File: config.mk
export PLATFORM = sky130hd
export DESIGN_NAME = ad9228_tx_gearbox
export DESIGN_NICKNAME = d
export VERILOG_FILES = /design/src/rtl/ad9228_tx_gearbox.sv
export SDC_FILE = /design/constraint.sdc
export NUM_CORES = 1
export LEC_CHECK = 0
export BUFFER_PORTS_ARGS = -buffer_cell sky130_fd_sc_hd__buf_2
export CAP_MARGIN = 10
export CORE_ASPECT_RATIO = 1.75
export CORE_MARGIN = 2
export CORE_UTILIZATION = 40
export CTS_BUF_LIST = sky130_fd_sc_hd__clkbuf_16
export CTS_CLUSTER_SIZE = 28
export DETAILED_ROUTE_END_ITERATION = 10
export SYNTH_ARGS = -nofsm -noshare
export SYNTH_HDL_FRONTEND = slang
export SYNTH_SLANG_ARGS = --single-unit
export TNS_END_PERCENT = 20
File: constraint.sdc
create_clock -name data_in_clk -period 3.32 [get_ports data_in_clk]
set_clock_uncertainty 0.2 [all_clocks]
set_input_delay 0.332 -clock data_in_clk [delete_from_list [all_inputs] [get_ports data_in_clk]]
set_output_delay 0.332 -clock data_in_clk [all_outputs]
set_load 0.01 [all_outputs]
File: src/rtl/ad9228_tx_gearbox.sv
// 12-to-8 transmit gearbox: packs sample words MSB-first into a contiguous byte stream.
// Optional AD9228_TX_FCO_GEN_EN adds an fco_out byte lane carrying the frame-clock pattern.
module ad9228_tx_gearbox #(
  parameter int DATA_WIDTH = 12,
  parameter int BYTE_WIDTH = 8
) (
  input  logic                  data_in_clk,
  input  logic                  rstn,
  input  logic [DATA_WIDTH-1:0] word_in,
  input  logic                  word_valid,
  output logic                  word_ready,
  output logic [BYTE_WIDTH-1:0] byte_out,
  output logic                  byte_valid,
  output logic                  underrun,
  input  logic                  underrun_clr
`ifdef AD9228_TX_FCO_GEN_EN
  ,
  output logic [BYTE_WIDTH-1:0] fco_out
`endif
);

  localparam int BUF_W = DATA_WIDTH + BYTE_WIDTH;
  localparam int CNT_W = $clog2(BUF_W + 1);
  localparam logic [CNT_W-1:0] BYTE_CNT = CNT_W'(BYTE_WIDTH);
  localparam logic [CNT_W-1:0] WORD_CNT = CNT_W'(DATA_WIDTH);

  typedef enum logic {
    IDLE,
    STREAM
  } state_e;

  state_e                 state_q, state_d;
  logic [BUF_W-1:0]       buf_q, buf_d;
  logic [CNT_W-1:0]       count_q, count_d;
  logic [BYTE_WIDTH-1:0]  byte_q, byte_d;
  logic                   byte_valid_q, byte_valid_d;
  logic                   underrun_q, underrun_d;

  logic                   emit;
  logic                   accept;
  logic [CNT_W-1:0]       rem;
  logic [BUF_W-1:0]       word_ext;

  // Word placed left-aligned; shifting right by rem lands it just below the held bits.
  assign word_ext = {word_in, {BYTE_WIDTH{1'b0}}};

  always_comb begin
    emit         = (count_q >= BYTE_CNT);
    rem          = emit ? (count_q - BYTE_CNT) : count_q;
    word_ready   = (rem <= BYTE_CNT);
    accept       = word_valid & word_ready;

    buf_d        = emit ? (buf_q << BYTE_WIDTH) : buf_q;
    if (accept) begin
      buf_d      = buf_d | (word_ext >> rem);
    end
    count_d      = rem + (accept ? WORD_CNT : '0);

    state_d      = state_q;
    if (accept) begin
      state_d    = STREAM;
    end

    underrun_d   = ((state_q == STREAM) && !emit) || (underrun_q && !underrun_clr);
    byte_d       = emit ? buf_q[BUF_W-1 -: BYTE_WIDTH] : '0;
    byte_valid_d = emit;
  end

  always_ff @(posedge data_in_clk or negedge rstn) begin
    if (!rstn) begin
      state_q      <= IDLE;
      buf_q        <= '0;
      count_q      <= '0;
      byte_q       <= '0;
      byte_valid_q <= 1'b0;
      underrun_q   <= 1'b0;
    end else begin
      state_q      <= state_d;
      buf_q        <= buf_d;
      count_q      <= count_d;
      byte_q       <= byte_d;
      byte_valid_q <= byte_valid_d;
      underrun_q   <= underrun_d;
    end
  end

  assign byte_out   = byte_q;
  assign byte_valid = byte_valid_q;
  assign underrun   = underrun_q;

`ifdef AD9228_TX_FCO_GEN_EN
  // Tag lane mirrors buf exactly, so each fco byte lines up with its data byte.
  localparam logic [DATA_WIDTH-1:0] FCO_TAG =
    {{(DATA_WIDTH/2){1'b1}}, {(DATA_WIDTH/2){1'b0}}};

  logic [BUF_W-1:0]      tag_q, tag_d;
  logic [BYTE_WIDTH-1:0] fco_q, fco_d;
  logic [BUF_W-1:0]      tag_ext;

  assign tag_ext = {FCO_TAG, {BYTE_WIDTH{1'b0}}};

  always_comb begin
    tag_d = emit ? (tag_q << BYTE_WIDTH) : tag_q;
    if (accept) begin
      tag_d = tag_d | (tag_ext >> rem);
    end
    fco_d = emit ? tag_q[BUF_W-1 -: BYTE_WIDTH] : '0;
  end

  always_ff @(posedge data_in_clk or negedge rstn) begin
    if (!rstn) begin
      tag_q <= '0;
      fco_q <= '0;
    end else begin
      tag_q <= tag_d;
      fco_q <= fco_d;
    end
  end

  assign fco_out = fco_q;
`endif

endmodule

==> flow_metrics.py, run 1 <==
metrics = {
    "outcome": {
        "status": "finished clean",
    },
    "worst_setup_path": {
        "path_cells": "inv_1, ha_1, inv_1, nor3_1, buf_4, nor2_1, nor2b_1, buf_2",
        "r2r_setup_slack_ns": 0.67,
        "r2r_start": "count_q[3]$_DFF_PN0_",
        "critPathRequiredTime_ns": 2.79,
        "start_kind": "flop",
        "slowest_delay_ns": 0.50,
        "worstSetupPathType": "flop to primary output",
        "worst-path-buf-inv": 4,
        "arrival_ns": 2.16,
        "critPathLaunch": "count_q[3]$_DFF_PN0_",
        "crit_slowest_cell": "dfrtp_1",
        "worstSetupEndpointType": "primary output",
        "critical-path-top-delay-family": "buffers and inverters",
        "crit_path_frequent_cell": "inv_1",
        "cp_max_fo": 12,
    },
    "grt": {
        "grt-ovfl-total": 0,
        "grt_max_degree": 35,
        "grt_pass1_vias": 1624,
        "grt_pass1_wl_um": 7770,
        "antenna_found_initial": 0,
        "grtUsageTotal": 0.190,
    },
    "die": {
        "io_pins": 27,
        "die-area_um2": 5300,
        "chipHeight_um": 94.8,
        "initial_core_util": 0.407,
        "rows": 33,
        "design.core.area_um2": 4620,
        "die_w_um": 55.9,
    },
    "cts": {
        "cts.sinks": 34,
        "clk_pin_slew_worst_paths_ns": 0.05,
        "clock_latency_ns": 0.27,
        "cts_root_buffer": "clkbuf_16",
        "postCtsSetupBuffers": 0,
        "cts_tree": "yes",
        "cts_buffers": 5,
        "clock_path_buffers": 2,
        "ctsHtreeMaxLevel": 2,
    },
    "pwr": {
        "p_seq_frac": 0.291,
        "ir_drop_mv": 0.683,
        "power.density_nw_per_um2": 1040,
        "combPwrFrac": 0.521,
        "switching_share": 0.412,
        "clockPowerShare": 0.188,
        "p_int_uw": 1360,
        "p_sw_uw": 954,
        "p_leak_uw": 0.00106,
    },
    "yosys": {
        "yosysWarningCount": 0,
        "synth_nets": 224,
        "avgSynthCellArea_um2": 9.24,
        "synth_top_area_share": 0.452,
        "synth_area_leader_cell": "dfrtp_1",
        "yosysUniqueCellTypes": 37,
        "synth-seq-cells": 34,
        "synth_top_family_by_area": "compound AO/OA/AOI/OAI gates",
        "synth.most_common_cell": "dfrtp_1",
        "synth_xor_area_frac": 0.00465,
        "syn_area_um2": 1880,
        "synth_ff_type": "dfrtp_1",
        "netlist_top_cells_count": "dfrtp_1, nor2_1, o211ai_1, inv_1, nand2_1",
        "async_flop_share": 1.00,
        "synthTopCellsByArea": "dfrtp_1, o211ai_1, nor2_1",
        "synth-adder-area-share": 0.0305,
        "synth.mux.area_fraction": 0.0558,
        "ys_seq_area_frac": 0.452,
        "synth-compound-area-share": 0.231,
        "synth_edf_count": 0,
        "synth_cells": 204,
        "synth-simple-area-share": 0.159,
    },
    "sta": {
        "final.min_clock_period_ns": 2.70,
        "fin_setup_tns_ns": 0,
        "fmax_mhz": 371,
        "whs_ns": 0.0323,
        "slew_headroom": 0.498,
        "final_max_slew_viol_count": 0,
        "setup_violations": 0,
        "tightest_slew_ns": 0.753,
        "rsz0062_at_grt": "false",
        "min_period_over_period": 0.812,
        "hold_viol": 0,
    },
    "worst_hold_path": {
        "hp-start": "underrun_clr",
        "min_path_type": "input port to flop",
    },
    "route": {
        "dr.pass1.iters": 4,
        "wl_um": 4480,
        "dr.first_iter.drc_count": 37,
        "drc": 0,
        "avgRoutedWirePerCell_um": 15.7,
        "ant_nets": 0,
        "dr_total_vias": 1576,
        "avgViaCountPerCell": 5.53,
    },
    "placement": {
        "routabilityCongestion": 0.939,
        "io_buffer_count": 26,
        "dp.cells": 276,
        "dp_hpwl_um": 3320,
        "place_area_um2": 2080,
    },
    "layout": {
        "n_antenna_cell": 0,
        "layout.nets": 252,
        "fin_cells": 285,
        "drive_gt1_frac": 0.202,
        "syn_to_final_growth_pct": 18.3,
        "finalInstanceArea_um2": 2230,
    },
    "run": {
        "maxCapViolCount": 0,
    },
}
stage by stage:
stage / setup WS [ns] / total power, uW / util
4_1_cts: 0.619 / 2340 / 0.482
6_report: 0.623 / 2320 / 0.482
3_5_place_dp: 0.682 / 1890 / 0.449
2_1_floorplan: 0.529 / 1550 / -
5_1_grt: 0.441 / 2530 / 0.482
3_3_place_gp: 0.726 / 1870 / 0.449
registers in the layout (all words and copies together), names as in the netlist:
signal	cells
underrun	1
count_q	3
state_q	1
byte_out	8
byte_valid	1
buf_q	20
kinds of logic (layout without fill, tap and decap cells):
| kind of cell | count (synthesis) | in the layout |
|---|---|---|
| DFF | 34 | 34 |
| buffers and inverters | 30 | 59 |
| muxes | 10 | 10 |
| AOI/OAI and AO/OA | 61 | 61 |
| and+or+nand+nor | 64 | 64 |
| xor gates and xnor gates | 1 | 1 |
| adders and majority gates | 4 | 4 |
final timing paths:
path,to,depth (start not counted)
max in group asynchronous,buf_q[7]$_DFF_PN0_,2
max reg2reg,count_q[4]$_DFF_PN0_,9
min,underrun$_DFF_PN0_,2
min reg2reg,state_q$_DFFE_PN0N_,1
min in group asynchronous,buf_q[3]$_DFF_PN0_,2
max,word_ready,8
cell type report:
cell class                      count  area (um^2)
Fill cell                         463         2400
Multi-Input combinational cell    140          907
Sequential cell                    34          851
Timing Repair Buffer               36          208
Clock buffer                        5          125
Tap cell                           52         65.1
Inverter                           15         56.3
Clock inverter                      3         16.3
per-layer routing:
layer / track usage / wire length, um
met1: 0.215 / 1790
met3: 0.0342 / 205
met2: 0.331 / 2260
met5: 0 / 0
met4: 0.109 / 229
power groups by stage:
stage | clock, uW | sequential [uW] | combinational [uW]
finish | 434 | 675 | 1210
global route | 468 | 694 | 1370
CTS | 448 | 676 | 1210
detailed placement | 0 | 683 | 1210
global placement | 0 | 679 | 1200
floorplan | 0 | 676 | 877
what timing repair did:
action,CTS,global route
endpoints found under the setup margin,0,0
resized for setup,0,0
hold endpoints to repair,34,0
hold buffers,1,0
cell usage in the layout, fill, tap and decap left out, drive strengths merged, types with 5 or more instances in the layout:
| cell | count |
|---|---|
| inv | 15 |
| mux2i | 9 |
| o211ai | 15 |
| dfrtp | 34 |
| nand2 | 13 |
| nor2 | 29 |
| nor2b | 6 |
| o21ai | 14 |
| buf | 35 |
| clkbuf | 5 |
| and2 | 8 |
No activity file was read; power rests on OpenSTA's default activity.
==> inputs of run 2 (changes only) <==
==> constraint.sdc (replaced) <==
create_clock -name data_in_clk -period 2.2 [get_ports data_in_clk]
set_clock_uncertainty 0.2 [all_clocks]
set_input_delay 0.22 -clock data_in_clk [delete_from_list [all_inputs] [get_ports data_in_clk]]
set_output_delay 0.22 -clock data_in_clk [all_outputs]
set_load 0.01 [all_outputs]
==> run 2 against run 1 <==
Effect of this change: the flow now finishes with violations (hold timing); die area is the same; clock power grew 53%; cell count grew 8.8%; power up 73%; first-iteration DRC count increased by 57%; critical path depth rose by 1; highest routed layer unchanged; critical path type is now flop to flop.
==> flow_metrics.py, run 2 (synthesized netlist as in run 1, its figures left out) <==
metrics = {
    "worst_setup_path": {
        "worst-r2r-cell-count": 9,
        "crit_slowest_cell": "dfrtp_1",
        "crit_path_frequent_cell": "ha_2",
        "r2r_setup_slack_ns": 0.007,
        "slowest_delay_ns": 0.38,
        "worstSetupEndpointType": "flop",
        "rr_endpoint": "count_q[4]$_DFF_PN0_",
        "r2r_start": "count_q[4]$_DFF_PN0_",
        "worstSetupPathType": "flop to flop",
        "path_cells": "inv_2, ha_2, nor2b_4, nor3_2, o211ai_1, inv_1, ha_2, fa_2, xor2_1",
        "critical-path-top-delay-family": "adder cells",
        "arrival_ns": 2.14,
        "cp_max_fo": 3,
        "worst-path-buf-inv": 2,
        "start_kind": "flop",
        "critPathRequiredTime_ns": 2.15,
    },
    "route": {
        "ant_nets": 0,
        "avgViaCountPerCell": 5.43,
        "dr.first_iter.drc_count": 58,
        "top_layer_used": "met4",
        "wl_met1_um": 1960,
        "dr.pass1.iters": 4,
        "wl_um": 4870,
        "drc": 0,
        "dr_wl_met3_um": 198,
        "wl_met2_um": 2510,
        "dr_total_vias": 1682,
        "avgRoutedWirePerCell_um": 15.7,
    },
    "grt": {
        "grt_pass1_vias": 1679,
        "grt_pass1_wl_um": 8060,
        "grt-ovfl-total": 0,
        "grtUsageTotal": 0.199,
        "grt_max_degree": 35,
        "antenna_found_initial": 0,
    },
    "layout": {
        "finalInstanceArea_um2": 2490,
        "layout.nets": 277,
        "largest_reg_flops": 20,
        "layout.cells.most_common_list": "dfrtp_1, buf_4, nor2_1",
        "drive_gt1_frac": 0.322,
        "fin_util": 0.538,
        "fillers": 450,
        "largest-register": "buf_q",
        "syn_to_final_growth_pct": 32.0,
        "final_common_cell": "dfrtp_1",
        "n_antenna_cell": 0,
        "fin_cells": 310,
    },
    "pwr": {
        "finalPower_uw": 4000,
        "p_int_uw": 2380,
        "p_sw_uw": 1620,
        "switching_share": 0.406,
        "clockPowerShare": 0.166,
        "ir_drop_mv": 0.989,
        "p_seq_frac": 0.251,
        "power.density_nw_per_um2": 1610,
        "combPwrFrac": 0.583,
        "p_leak_uw": 0.00118,
    },
    "cts": {
        "cts_tree": "yes",
        "clk_pin_slew_worst_paths_ns": 0.06,
        "clock_latency_ns": 0.27,
        "cts_root_buffer": "clkbuf_16",
        "ctsHtreeMaxLevel": 2,
        "clock_path_buffers": 2,
        "cts.sinks": 34,
        "cts_buffers": 5,
    },
    "placement": {
        "routabilityCongestion": 0.889,
        "dpl_worst_slack_ns": -0.0455,
        "dp_hpwl_um": 3550,
        "io_buffer_count": 26,
        "place_area_um2": 2230,
        "dp.cells": 292,
    },
    "sta": {
        "min_period_over_period": 0.997,
        "setup_ws_ns": 0.00663,
        "final.min_clock_period_ns": 2.19,
        "final_max_slew_viol_count": 0,
        "tightest_slew_ns": 0.757,
        "hold_viol": 1,
        "setup_violations": 0,
        "rsz0062_at_grt": "true",
        "whs_ns": -0.00383,
        "fmax_mhz": 456,
        "slew_headroom": 0.495,
    },
    "die": {
        "initial_core_util": 0.407,
        "design.core.area_um2": 4620,
        "rows": 33,
        "io_pins": 27,
        "chipHeight_um": 94.8,
        "die-area_um2": 5300,
        "die_w_um": 55.9,
    },
    "run": {
        "maxCapViolCount": 0,
    },
    "worst_hold_path": {
        "hp-start": "word_in[3]",
        "min_path_type": "input port to flop",
        "hold_end": "buf_q[3]$_DFF_PN0_",
        "hold_depth": 2,
    },
    "outcome": {
        "status": "complete, but fails checks",
        "violations": "hold timing",
    },
}
==> run 2: changes by cell type in the layout (fill, tap and decap cells not counted), sizes merged <==
cell         previous run  this run
buf                    35        56
dlygate4sd3             1         5
==> run 2: worst register-to-register path: cells and delay by family (launching register included) <==
family / cells / cell delay, ns
simple gates: 2 / 0.23
compound gates: 1 / 0.19
flops: 1 / 0.38
buf+inv: 2 / 0.18
fa+ha+maj: 3 / 0.75
xor+xnor: 1 / 0.14
==> run 2: stage by stage <==
| stage | hold WS, ns | TNS [ns] |
|---|---|---|
| floorplan | -0.276 | -0.462 |
| global placement | 0.134 | 0 |
| detailed placement | 0.138 | -0.0517 |
| CTS | 0.000980 | -0.0361 |
| global route | 0.0242 | -0.441 |
| finish | -0.00383 | 0 |
==> run 2: how the worst max path moves through the flow <==
stage,startpoint,end,slack [ns],cells past startpoint
2_1_floorplan,count_q[4]$_DFF_PN0_,count_q[4]$_DFF_PN0_,-0.25,9
4_1_cts,count_q[3]$_DFF_PN0_,count_q[4]$_DFF_PN0_,-0.04,10
5_1_grt,count_q[4]$_DFF_PN0_,count_q[4]$_DFF_PN0_,-0.12,9
3_3_place_gp,count_q[4]$_DFF_PN0_,count_q[4]$_DFF_PN0_,0.007,9
3_5_place_dp,count_q[4]$_DFF_PN0_,count_q[4]$_DFF_PN0_,-0.05,9
6_report,count_q[4]$_DFF_PN0_,count_q[4]$_DFF_PN0_,0.007,9
==> run 2: final cells by class <==
cell class / instances / area [um^2] / area share
multi-input combinational: 140 / 962 / 0.387
clock inverter: 3 / 16.3 / 0.00654
tap: 52 / 65.1 / 0.0262
inverter: 15 / 61.3 / 0.0246
sequential: 34 / 852 / 0.343
timing repair buffer: 61 / 405 / 0.163
clock buffer: 5 / 125 / 0.0503
==> run 2: per-layer routing <==
metal,vias to the layer above,global-route usage
met5,-,0
met4,0,0.115
met3,13,0.0315
met2,48,0.349
met1,788,0.229
li1,833,-
==> run 2: repair_timing <==
item                                   CTS  global route
resized for setup                        1             8
buffers inserted                         4             1
endpoints found under the hold margin   38             0
setup endpoints to repair                3            19
pin swaps                                1             2
hold buffers                             5             0
==> run 2: power by group through the flow <==
stage          combinational (uW)  sequential [uW]  clock (uW)
2_1_floorplan                1430             1020           0
3_3_place_gp                 2150             1010           0
3_5_place_dp                 2180             1010           0
4_1_cts                      2250             1000         680
5_1_grt                      2590             1040         714
6_report                     2330             1000         664
==> inputs of run 3 (changes only) <==
--- a/config.mk
+++ b/config.mk
@@ -5,7 +5,7 @@
 export SDC_FILE = /design/constraint.sdc
 export NUM_CORES = 1
 export LEC_CHECK = 0
-export BUFFER_PORTS_ARGS = -buffer_cell sky130_fd_sc_hd__buf_2
+export ABC_CLOCK_PERIOD_IN_PS = 2200
 export CAP_MARGIN = 10
 export CORE_ASPECT_RATIO = 1.75
 export CORE_MARGIN = 2
@@ -13,6 +13,7 @@
 export CTS_BUF_LIST = sky130_fd_sc_hd__clkbuf_16
 export CTS_CLUSTER_SIZE = 28
 export DETAILED_ROUTE_END_ITERATION = 10
+export DONT_BUFFER_PORTS = 1
 export SYNTH_ARGS = -nofsm -noshare
 export SYNTH_HDL_FRONTEND = slang
 export SYNTH_SLANG_ARGS = --single-unit
==> run 3 against run 2 <==
Effect of this change: the run now ends clean; die area stayed put; sequential share of layout area grew 0.19 points; global-route usage is 0.52 points higher; design area down 0.55%; via count shrank 1.1%; critical path type unchanged; critical endpoint unchanged.
==> flow_metrics.py, run 3 (synthesized netlist as in run 1, its figures left out) <==
metrics = {
    "worst_setup_path": {
        "crit_slowest_cell": "dfrtp_1",
        "r2r_start": "count_q[4]$_DFF_PN0_",
        "rr_endpoint": "count_q[4]$_DFF_PN0_",
        "cp_max_fo": 3,
        "path_cells": "inv_2, ha_4, nor2b_4, nor3_4, o211ai_1, inv_1, ha_2, fa_2, xor2_1",
        "arrival_ns": 2.11,
        "worst-r2r-cell-count": 9,
        "worst-path-buf-inv": 2,
        "worstSetupEndpointType": "flop",
        "r2r_setup_slack_ns": 0.05,
        "worstSetupPathType": "flop to flop",
        "slowest_delay_ns": 0.38,
        "critPathRequiredTime_ns": 2.16,
        "start_kind": "flop",
        "critical-path-top-delay-family": "adder cells",
    },
    "grt": {
        "grt_pass1_wl_um": 8430,
        "antenna_found_initial": 0,
        "grt_pass1_vias": 1710,
        "grt_max_degree": 35,
        "grt-ovfl-total": 0,
        "grtUsageTotal": 0.205,
    },
    "sta": {
        "hold_viol": 0,
        "fmax_mhz": 465,
        "whs_ns": 0.0189,
        "rsz0062_at_grt": "true",
        "tightest_slew_ns": 0.494,
        "min_period_over_period": 0.978,
        "slew_headroom": 0.669,
        "setup_ws_ns": 0.0483,
        "final.min_clock_period_ns": 2.15,
        "final_max_slew_viol_count": 0,
        "setup_violations": 0,
    },
    "worst_hold_path": {
        "hp-start": "word_in[5]",
        "hold_end": "buf_q[5]$_DFF_PN0_",
        "min_path_type": "input port to flop",
        "hold_depth": 2,
    },
    "die": {
        "chipHeight_um": 94.8,
        "initial_core_util": 0.407,
        "die-area_um2": 5300,
        "rows": 33,
        "die_w_um": 55.9,
        "io_pins": 27,
        "design.core.area_um2": 4620,
    },
    "layout": {
        "layout.nets": 261,
        "largest_reg_flops": 20,
        "final_common_cell": "dfrtp_1",
        "layout.cells.most_common_list": "dfrtp_1, buf_4, nor2_1",
        "drive_gt1_frac": 0.236,
        "syn_to_final_growth_pct": 31.3,
        "fillers": 436,
        "n_antenna_cell": 0,
        "fin_util": 0.535,
        "largest-register": "buf_q",
        "finalInstanceArea_um2": 2470,
    },
    "route": {
        "avgViaCountPerCell": 5.66,
        "drc": 0,
        "top_layer_used": "met4",
        "dr.first_iter.drc_count": 72,
        "wl_met2_um": 2580,
        "dr_wl_met3_um": 230,
        "dr.pass1.iters": 5,
        "wl_um": 4970,
        "wl_met1_um": 1980,
        "ant_nets": 0,
        "dr_total_vias": 1664,
        "avgRoutedWirePerCell_um": 16.9,
    },
    "cts": {
        "ctsHtreeMaxLevel": 2,
        "cts_tree": "yes",
        "clock_latency_ns": 0.27,
        "clk_pin_slew_worst_paths_ns": 0.05,
        "cts.sinks": 34,
        "clock_path_buffers": 2,
        "cts_buffers": 5,
        "cts_root_buffer": "clkbuf_16",
    },
    "placement": {
        "dp_hpwl_um": 3460,
        "place_area_um2": 2100,
        "dpl_worst_slack_ns": -0.0735,
        "routabilityCongestion": 0.859,
        "io_buffer_count": 0,
    },
    "pwr": {
        "power.density_nw_per_um2": 1610,
        "p_leak_uw": 0.00111,
        "finalPower_uw": 3970,
        "ir_drop_mv": 1.09,
    },
    "run": {
        "maxCapViolCount": 0,
    },
    "outcome": {
        "status": "finished clean",
    },
}
[run 3: final cells by class]
| cell class | instances | area (um^2) | area share |
|---|---|---|---|
| Sequential cell | 34 | 852 | 0.344 |
| Timing Repair Buffer | 45 | 387 | 0.156 |
| Clock inverter | 3 | 16.3 | 0.00658 |
| Multi-Input combinational cell | 140 | 967 | 0.391 |
| Clock buffer | 5 | 125 | 0.0506 |
| Inverter | 15 | 61.3 | 0.0248 |
| Tap cell | 52 | 65.1 | 0.0263 |
[run 3: how the worst max path moves through the flow]
stage | start | slack, ns | cells past startpoint | to
final | count_q[4]$_DFF_PN0_ | 0.05 | 9 | count_q[4]$_DFF_PN0_
after floorplan | count_q[4]$_DFF_PN0_ | -0.25 | 9 | count_q[4]$_DFF_PN0_
after global routing | count_q[4]$_DFF_PN0_ | -0.08 | 9 | count_q[4]$_DFF_PN0_
after CTS | count_q[3]$_DFF_PN0_ | 0.02 | 9 | count_q[4]$_DFF_PN0_
after global placement | count_q[4]$_DFF_PN0_ | 0.01 | 8 | count_q[3]$_DFF_PN0_
after detailed placement | count_q[4]$_DFF_PN0_ | -0.07 | 9 | count_q[4]$_DFF_PN0_
[run 3: power breakdown]
group	internal (uW)	leakage, uW	switching, uW
Clock	413	0.0000672	260
Sequential	888	0.000435	179
Combinational	1040	0.000612	1190
Total	2340	0.00111	1630
[run 3: routing by layer]
layer  vias to the layer above  global-route usage
li1                        806                   -
met3                        14              0.0370
met5                         -                   0
met4                         0              0.0972
met2                        53               0.359
met1                       791               0.240
[run 3: through the flow]
stage | TNS, ns | instances
2_1_floorplan | -0.462 | 204
3_3_place_gp | 0 | 266
3_5_place_dp | -0.113 | 266
4_1_cts | 0 | 291
5_1_grt | -0.133 | 294
6_report | 0 | 294
[run 3: worst reg2reg max path: stages, from the launching register on]
cell and delay [ns]:
dfrtp_1 0.38, inv_2 0.11, ha_4 0.16, nor2b_4 0.18, nor3_4 0.06, o211ai_1 0.19, inv_1 0.09, ha_2 0.19
fa_2 0.33, xor2_1 0.14
[run 3: what timing repair did]
item,in CTS,in global routing
endpoints found under the setup margin,6,10
setup buffers,2,3
hold buffers,15,0
gates resized for setup,5,6
hold endpoints to repair,54,0
pin swaps,1,6
